$ cat src/rtl/letc_core_pkg.sv
// ---------------------------------------------------------------------------
// letc_core_pkg
// Shared types and constants for the LETC core console path.
//   console_state_e    : UART transmitter FSM states
//   CONSOLE_ADDR       : store address that the core routes to the console
//   CONSOLE_FRAME_BITS : 8N1 frame length in bit times (start + 8 data + stop)
//   ASCII_LF/ASCII_CR  : line-ending characters used by the optional CRLF
//                        expansion (LETC_CORE_CONSOLE_CRLF_EN)
// ---------------------------------------------------------------------------
package letc_core_pkg;

    typedef enum logic [1:0] {
        IDLE  = 2'd0,
        START = 2'd1,
        DATA  = 2'd2,
        STOP  = 2'd3
    } console_state_e;

    localparam logic [31:0] CONSOLE_ADDR       = 32'hFFFFFFFF;
    localparam int          CONSOLE_FRAME_BITS = 10;

    localparam logic [7:0]  ASCII_LF = 8'h0A;
    localparam logic [7:0]  ASCII_CR = 8'h0D;

endpackage

$ cat src/rtl/letc_core_console_fifo.sv
// ---------------------------------------------------------------------------
// letc_core_console_fifo
// Synchronous FIFO with a registered occupancy count.
// Ports:
//   clk, rst_n        : clock, asynchronous active-low reset (pointers/count)
//   push, push_data   : write request; ignored while full
//   pop               : read request; ignored while empty
//   pop_data          : head entry (valid while !empty)
//   full, empty       : derived from the registered count
//   count             : occupancy, 0..FIFO_DEPTH
// FIFO_DEPTH must be a power of two so the pointers wrap naturally.
// ---------------------------------------------------------------------------
module letc_core_console_fifo #(
    parameter int DATA_W     = 8,
    parameter int FIFO_DEPTH = 16
) (
    input  logic                          clk,
    input  logic                          rst_n,
    input  logic                          push,
    input  logic [DATA_W-1:0]             push_data,
    input  logic                          pop,
    output logic [DATA_W-1:0]             pop_data,
    output logic                          full,
    output logic                          empty,
    output logic [$clog2(FIFO_DEPTH):0]   count
);

    localparam int AW = $clog2(FIFO_DEPTH);
    localparam int CW = AW + 1;

    logic [DATA_W-1:0] mem [FIFO_DEPTH];
    logic [AW-1:0]     wr_ptr;
    logic [AW-1:0]     rd_ptr;
    logic              push_ok;
    logic              pop_ok;

    assign full     = (count == CW'(FIFO_DEPTH));
    assign empty    = (count == '0);
    assign push_ok  = push & ~full;
    assign pop_ok   = pop & ~empty;
    assign pop_data = mem[rd_ptr];

    always_ff @(posedge clk or negedge rst_n) begin
        if (!rst_n) begin
            wr_ptr <= '0;
            rd_ptr <= '0;
            count  <= '0;
        end else begin
            if (push_ok) wr_ptr <= wr_ptr + 1'b1;
            if (pop_ok)  rd_ptr <= rd_ptr + 1'b1;
            case ({push_ok, pop_ok})
                2'b10:   count <= count + 1'b1;
                2'b01:   count <= count - 1'b1;
                default: ;
            endcase
        end
    end

    // Storage carries data only; validity is tracked by the pointers above.
    always_ff @(posedge clk) begin
        if (push_ok) mem[wr_ptr] <= push_data;
    end

endmodule

$ cat src/rtl/letc_core_console_tx.sv
// ---------------------------------------------------------------------------
// letc_core_console_tx
// Console byte sink for the core's store to CONSOLE_ADDR: bytes are queued in
// a small FIFO and shifted out as 8N1 UART frames.
// Ports:
//   clk, rst_n    : core clock, asynchronous active-low reset
//   i_wr_valid    : byte write request (held by the core until accepted)
//   i_wr_data     : byte to print
//   o_wr_ready    : FIFO not full; accept = i_wr_valid & o_wr_ready at posedge
//   o_tx          : registered UART line, idle high
//   o_busy        : transmitter active or bytes still queued
//   o_fifo_count  : FIFO occupancy
// Build option:
//   LETC_CORE_CONSOLE_CRLF_EN - a popped 0x0A is sent as 0x0D followed by
//   0x0A (two frames, one FIFO pop).
// ---------------------------------------------------------------------------
module letc_core_console_tx
    import letc_core_pkg::*;
#(
    parameter int CLKS_PER_BIT = 868,
    parameter int FIFO_DEPTH   = 16
) (
    input  logic                          clk,
    input  logic                          rst_n,
    input  logic                          i_wr_valid,
    input  logic [7:0]                    i_wr_data,
    output logic                          o_wr_ready,
    output logic                          o_tx,
    output logic                          o_busy,
    output logic [$clog2(FIFO_DEPTH):0]   o_fifo_count
);

    localparam int             BW        = (CLKS_PER_BIT > 1) ? $clog2(CLKS_PER_BIT) : 1;
    localparam logic [BW-1:0]  BAUD_LAST = BW'(CLKS_PER_BIT - 1);

    console_state_e state;
    logic [BW-1:0]  baud;
    logic [2:0]     bit_idx;
    logic [7:0]     shift;
    logic           baud_done;

    logic           fifo_pop;
    logic           fifo_full;
    logic           fifo_empty;
    logic [7:0]     fifo_data;

    logic           lf_pend;
    logic           load;
    logic [7:0]     load_byte;

    letc_core_console_fifo #(
        .DATA_W     (8),
        .FIFO_DEPTH (FIFO_DEPTH)
    ) u_fifo (
        .clk        (clk),
        .rst_n      (rst_n),
        .push       (i_wr_valid),
        .push_data  (i_wr_data),
        .pop        (fifo_pop),
        .pop_data   (fifo_data),
        .full       (fifo_full),
        .empty      (fifo_empty),
        .count      (o_fifo_count)
    );

    assign o_wr_ready = ~fifo_full;
    assign o_busy     = (state != IDLE) | (o_fifo_count != '0);
    assign baud_done  = (baud == BAUD_LAST);

    // A new frame starts from IDLE as soon as a byte is queued, or back to
    // back at the end of STOP. A pending LF replay takes precedence over the
    // FIFO so the CR/LF pair stays together.
    always_comb begin
        fifo_pop = 1'b0;
        case (state)
            IDLE:    fifo_pop = ~fifo_empty;
            STOP:    fifo_pop = baud_done & ~lf_pend & ~fifo_empty;
            default: fifo_pop = 1'b0;
        endcase
    end

    assign load = fifo_pop | ((state == STOP) & baud_done & lf_pend);

`ifdef LETC_CORE_CONSOLE_CRLF_EN
    // A popped LF is first sent as CR; lf_pend remembers to send the LF next.
    assign load_byte = lf_pend                 ? ASCII_LF :
                       (fifo_data == ASCII_LF) ? ASCII_CR : fifo_data;

    always_ff @(posedge clk or negedge rst_n) begin
        if (!rst_n) begin
            lf_pend <= 1'b0;
        end else if (load) begin
            lf_pend <= ~lf_pend & (fifo_data == ASCII_LF);
        end
    end
`else
    assign load_byte = fifo_data;
    assign lf_pend   = 1'b0;
`endif

    always_ff @(posedge clk or negedge rst_n) begin
        if (!rst_n) begin
            state   <= IDLE;
            baud    <= '0;
            bit_idx <= '0;
            o_tx    <= 1'b1;
        end else begin
            case (state)
                IDLE: begin
                    if (load) begin
                        state <= START;
                        baud  <= '0;
                        o_tx  <= 1'b0;
                    end
                end
                START: begin
                    if (baud_done) begin
                        state   <= DATA;
                        baud    <= '0;
                        bit_idx <= '0;
                        o_tx    <= shift[0];
                    end else begin
                        baud <= baud + 1'b1;
                    end
                end
                DATA: begin
                    if (baud_done) begin
                        baud <= '0;
                        if (bit_idx == 3'd7) begin
                            state <= STOP;
                            o_tx  <= 1'b1;
                        end else begin
                            bit_idx <= bit_idx + 1'b1;
                            // shift[0] is the bit just sent; shift[1] is next.
                            o_tx    <= shift[1];
                        end
                    end else begin
                        baud <= baud + 1'b1;
                    end
                end
                STOP: begin
                    if (baud_done) begin
                        baud <= '0;
                        if (load) begin
                            state <= START;
                            o_tx  <= 1'b0;
                        end else begin
                            state <= IDLE;
                        end
                    end else begin
                        baud <= baud + 1'b1;
                    end
                end
                default: begin
                    state <= IDLE;
                    baud  <= '0;
                    o_tx  <= 1'b1;
                end
            endcase
        end
    end

    // Shift register holds data only; it is always reloaded before use.
    always_ff @(posedge clk) begin
        if (load) begin
            shift <= load_byte;
        end else if ((state == DATA) && baud_done) begin
            shift <= shift >> 1;
        end
    end

endmodule

$ cat config.mk
export PLATFORM = sky130hd
export DESIGN_NAME = letc_core_console_tx
export DESIGN_NICKNAME = d
export VERILOG_FILES = /design/src/rtl/letc_core_pkg.sv /design/src/rtl/letc_core_console_fifo.sv /design/src/rtl/letc_core_console_tx.sv
export SDC_FILE = /design/constraint.sdc
export NUM_CORES = 1
export LEC_CHECK = 0
export ABC_AREA = 1
export BUFFER_PORTS_ARGS = -buffer_cell sky130_fd_sc_hd__buf_4
export CAP_MARGIN = 25
export CORE_MARGIN = 2
export CORE_UTILIZATION = 56
export DETAILED_ROUTE_END_ITERATION = 12
export PLACE_DENSITY = 0.71
export SETUP_SLACK_MARGIN = 0.02
export SYNTH_ARGS = -nofsm -noshare
export SYNTH_HDL_FRONTEND = slang
export SYNTH_HIERARCHICAL = 1
export SYNTH_SLANG_ARGS = --single-unit
$ cat constraint.sdc
create_clock -name clk -period 2.42 [get_ports clk]
set_clock_uncertainty 0.05 [all_clocks]
set_input_delay 0.484 -clock clk [delete_from_list [all_inputs] [get_ports clk]]
set_output_delay 0.484 -clock clk [all_outputs]
set_load 0.01 [all_outputs]
# == Word-level counts from Yosys, hierarchy flattened ==
# Memory sizes are Yosys's and may differ from the RTL's.
# Index checks and enable logic that the tools add are counted.
# totals
ff_bits,37
mem_bits_rw,128
input_bits,11
elab_cells,73
mem_count,1
# mem_list
memory,depth,word_bits,read_ports,rd_clocked_by_memory_dff,write_ports,line_no,source
u_fifo.mem,16,8,1,0,1,letc_core_console_fifo.sv:31,logic [DATA_W-1:0] mem [FIFO_DEPTH];
# op_classes
addsub,6
n_eq_ne,14
n_mux,26
n_bitwise,6
n_reduce_logical,12
# op_table
cell,n
$mux 10,2
$pmux 10 s2,1
$mux 8,2
$add 10x1->10 const B,1
$eq 10x10->1 const B,1
$mux 2,5
$ne 2x2->1 const B,5
$pmux 5 s2,1
$mux 3,3
$add 4x1->4 const B,2
$mux 1,8
$pmux 2 s4,1
$reduce_bool 2->1,4
$eq 2x2->1 const B,3
$pmux 3 s2,1
$add 5x1->5 const B,1
$eq 5x5->1 const B,1
$logic_not 5->1,1
$reduce_and 5->1,1
$reduce_bool 5->1,1
$sub 5x1->5 const B,1
$eq 2x1->1 const B,2
$pmux 1 s4,1
$reduce_and 4->1,1
other kinds (11),14

# == Logic depth before layout (Yosys ltp) ==
# logic_depth
word_depth,7
depth_mapped,20
ltp_nobuf,20

# == Cells and area by module ==
# Netlist, hierarchy kept.
# modules_own_cells
mod,n_inst,cells_each,area_per_inst_um2,seq_area_each_um2
letc_core_console_fifo,1,621,6231.0,4169.0
letc_core_console_tx,1,164,1376.3,641.9

# == Worst setup path before layout ==
# No wires, ideal clock.
# synth_timing
kind,flip-flop to flip-flop
start,register state[0]
end,register u_fifo.count[4]
arrival_ns,2.519
path_slack_ns,-0.265
stages_incl_launch_ff,19
n_path_buf,0
synth_period_minus_slack_ns,2.685
path_cell_list,dfrtp_1 -> inv_1 -> ha_1 -> nor3_4 -> nand2_4 -> inv_2 -> nand2_1 -> inv_1 -> ha_1 -> inv_1 -> fa_1 -> inv_1 -> nand2_1 -> nand2_1 -> nand2_1 -> nand2_1 -> nand2_1 -> nand2_1 -> nand2_1
# synth_between
elab_chain_cells,5
elab_cells_between_ends,8
classes_between,eq/ne (3); mux (2); bitwise (1); reduce/logical (2)
# synth_rtl
element,line_no,source
from (decl),letc_core_console_tx.sv:36,console_state_e state;
from (signal assigned),letc_core_console_tx.sv:103,state <= IDLE;
from (signal assigned),letc_core_console_tx.sv:111,state <= START;
from (signal assigned),letc_core_console_tx.sv:118,state <= DATA;
$eq 2x2->1 / $logic_not 2->1 (equally long branches),letc_core_console_tx.sv:75,case (state)
$pmux 1 s2 (*),letc_core_console_tx.sv:75,
net fifo_pop,letc_core_console_tx.sv:42,logic fifo_pop;
$and 1x1->1 (*),letc_core_console_fifo.sv:40,assign pop_ok = pop & ~empty;
net u_fifo.pop_ok,letc_core_console_fifo.sv:35,logic pop_ok;
$eq 2x1->1 / $eq 2x2->1 (equally long branches),letc_core_console_fifo.sv:51,"case ({push_ok, pop_ok})"
$pmux 5 s2 / $reduce_bool 2->1 (equally long branches),--,
to (signal assigned),letc_core_console_fifo.sv:52,2'b10: count <= count + 1'b1;
to (signal assigned),letc_core_console_fifo.sv:53,2'b01: count <= count - 1'b1;
to (decl),letc_core_console_fifo.sv:25,output logic [$clog2(FIFO_DEPTH):0] count
# The timed path passes the listed nets; every way through them passes the cells marked *.
# A chain may end at the register's enable or synchronous reset.

# == Final worst setup path ==
# Ends and elaborated chain as after synthesis.

==> flow_summary.ini <==
[critical_path]
crit_path_end_kind = register
worstSetupPathType = reg -> reg
crit_chain = inv_2 > ha_4 > buf_4 > inv_1 > nand2_4 > nand2_4 > inv_4 > nand2_4 > inv_4 > ha_4 > ha_1 > or2_2 > nand3_1 > nand2_1 > nand2_1 > nand2_1
slowest_delay_ns = 0.42
crit_arrival_ns = 2.67
crit_required_ns = 2.69
cp_slowest_cell = dfrtp_2
start_kind = register
worstPathMaxFanout = 5

[logic_synthesis]
yosysSeqAreaShare_pct = 63.2
ys_types = 34
yosys-top-cells-area = edfxtp_1 54%, nand2_1 14%, dfrtp_1 9.2%
synth_edf_count = 136
synth_top_family_by_area = simple AND/OR/NAND/NOR gates
synth_simple_gate_area_share_pct = 24.3
yosysWarnings = 6
syn_inst = 785
avgSynthCellArea_um2 = 9.69
syn-num-nets = 814
synth-seq-cells = 165
synthMuxAreaShare_pct = 0
synth_flop_cell = edfxtp_1
synth-xor-area-share_pct = 1.38
yosysTopAreaCell = edfxtp_1
synth-compound-area-share_pct = 1.91
syn-cell-area_um2 = 7610
yosys.area_share.adder_pct = 3.06
synth-async-reset-ratio_pct = 17.6
synth_top_area_share_pct = 53.7

[global_route]
grt_overflow = 0
grt_first_pass_wirelength_um = 25600
grt_max_degree = 82
grt_pass1_vias = 5058
track_usage_pct = 23.3
antenna_found_initial = 0

[clock_tree]
clk_latency_ns = 0.42
clk_pin_slew_worst_paths_ns = 0.07
clock_sink_count = 165
htreeDepth = 4
cts_inserted_buffers = 17
cts_tree = yes
clk_path_buf_depth = 2
clockRootBuffer = clkbuf_16

[layout]
layout-drive-gt1-share_pct = 15.3
num-fill-cells = 1017
n_antenna_cell = 0
final_util_pct = 67.1
final_cells = 1036
area_delta_synth_final_pct = 16.8
nNetsFinal = 876

[floorplanning]
coreArea_um2 = 13200
die_h_um = 121
num_io_pins = 19
die_area_um2 = 14500
initial_core_util_pct = 57.4
die_w_um = 121
fp-row-count = 42

[power]
p_sw_share_pct = 26.0
power.density_nw_per_um2 = 801
total_power_mw = 7.12
p_seq_share_pct = 48.3
p_clk_share_pct = 37.8
p_int_mw = 5.27
ir_worst_vdd_mv = 0.571
leakage_nw = 3.95
comb_power_share_pct = 13.9
p_switching_mw = 1.85

[placed_design]
place_ws_ns = -0.0330
placed_cells = 992
portBuffers = 18
place_hpwl_um = 10500
gp_congestion = 0.881

[drt]
vias_per_cell = 5.18
ant_nets = 0
wl_per_cell_um = 15.5
first_pass_iters = 5
vias = 5364
wirelength_um = 16000
drt_iter0_drc = 451
drc = 0

[job]
cap_violations = 0

[timing]
rsz0062_at_grt = true
hold_viol = 0
max-slew-margin-rel_pct = 63.9
fin_ws_ns = 0.0173
fmax_ghz = 0.416
period_share_pct = 99.3
tightest_slew_ns = 0.541
setup_viol = 0
finalSetupTns_ns = 0
fin_crit_ns = 2.40
slew_viol_final = 0

[hold_path]
hold_path.class = in -> reg

[outcome]
outcome = finished clean
[logic make-up after synthesis]
| group | Yosys count |
|---|---|
| adder cells (fa/ha/maj) | 18 |
| XOR/XNOR | 12 |
| buffers and inverters | 113 |
| AND/OR/NAND/NOR | 451 |
| flip-flops | 165 |
| AO/OA/AOI/OAI | 26 |
[cell usage in the layout (no fill, tap or decap), drive strengths merged]
cell / n
dlygate4sd3: 1
clkinvlp: 1
dfrtp: 28
a21oi: 4
nand2: 298
nand3b: 2
clkbuf: 20
or2: 1
xor2: 8
fa: 1
o21ai: 18
inv: 99
buf: 63
dfstp: 1
nor3: 1
xnor2: 4
nand3: 61
clkinv: 2
nor2: 83
nor4: 1
ha: 17
o22ai: 3
a22o: 1
bufinv: 2
edfxtp: 136
nand4: 4
[power groups by stage]
stage	clock, mW	sequential, mW	combinational (mW)
detailed placement	0	3.50	0.934
floorplan	0	3.53	0.487
CTS	2.73	3.44	0.952
global route	2.84	3.46	1.09
global placement	0	3.49	0.900
finish	2.69	3.44	0.986
[registers in the layout (all words and copies together) (netlist names)]
register and cells:
u_fifo/count 5, shift 8, u_fifo/wr_ptr 4, u_fifo/mem 128, baud 10, u_fifo/rd_ptr 4, bit_idx 3, state 2
o_tx 1
[worst max-delay path, delay by kind of cell, from the launching register on]
family / cells / cell delay, ns
adders and majority gates: 3 / 0.65
buffers and inverters: 5 / 0.41
DFF: 1 / 0.42
and+or+nand+nor: 8 / 0.78
[final timing paths]
| kind | from | to | slack, ns | cells past startpoint |
|---|---|---|---|---|
| hold reg to reg | o_tx | o_tx | 0.41 | 2 |
| max in group asynchronous | rst_n | o_tx | 1.52 | 2 |
| setup / recovery | state[0] | u_fifo/count[4] | 0.02 | 16 |
| setup reg to reg | state[0] | u_fifo/count[4] | 0.02 | 16 |
| hold / removal | i_wr_data[6] | u_fifo/mem[0][6] | 0.34 | 1 |
| min in group asynchronous | rst_n | baud[8] | 0.48 | 2 |
[timing repair]
item,in CTS,in global routing
gates resized for setup,2,12
setup buffers,7,3
pin swaps,4,11
endpoints found under the setup margin,1,3
hold endpoints to repair,28,0
hold buffers,1,0
gates cloned,0,0
[metrics by stage]
stage	instance area, um^2	hold slack (ns)
global placement	8160	0.380
detailed placement	8160	0.389
global route	8880	0.347
finish	8880	0.336
CTS	8820	0.327
floorplan	7640	0.138
[layout make-up]
cell class | instances | area (um^2) | share of cell area, %
Sequential cell | 165 | 4810 | 54.2
Multi-Input combinational cell | 507 | 2390 | 27.0
Timing Repair Buffer | 65 | 515 | 5.80
Clock buffer | 19 | 433 | 4.87
Inverter | 91 | 347 | 3.90
Tap cell | 176 | 220 | 2.48
Clock inverter | 13 | 160 | 1.80
[synth_stat cells (4+ instances only)]
| master | number |
|---|---|
| nand2_1 | 293 |
| edfxtp_1 | 136 |
| inv_1 | 85 |
| nor2_1 | 80 |
| nand3_1 | 60 |
| dfrtp_1 | 28 |
| ha_1 | 17 |
| buf_2 | 14 |
| o21ai_0 | 14 |
| xor2_1 | 8 |
| inv_2 | 6 |
| nand4_1 | 4 |
| xnor2_1 | 4 |
[layer usage]
metal | vias up | track usage [%] | wire [um]
li1 | 2650 | - | -
met5 | - | 0 | 0
met3 | 25 | 5.80 | 863
met1 | 2522 | 30.6 | 6870
met4 | 0 | 8.14 | 318
met2 | 167 | 37.9 | 7990
(Power assumes the default switching activity.)
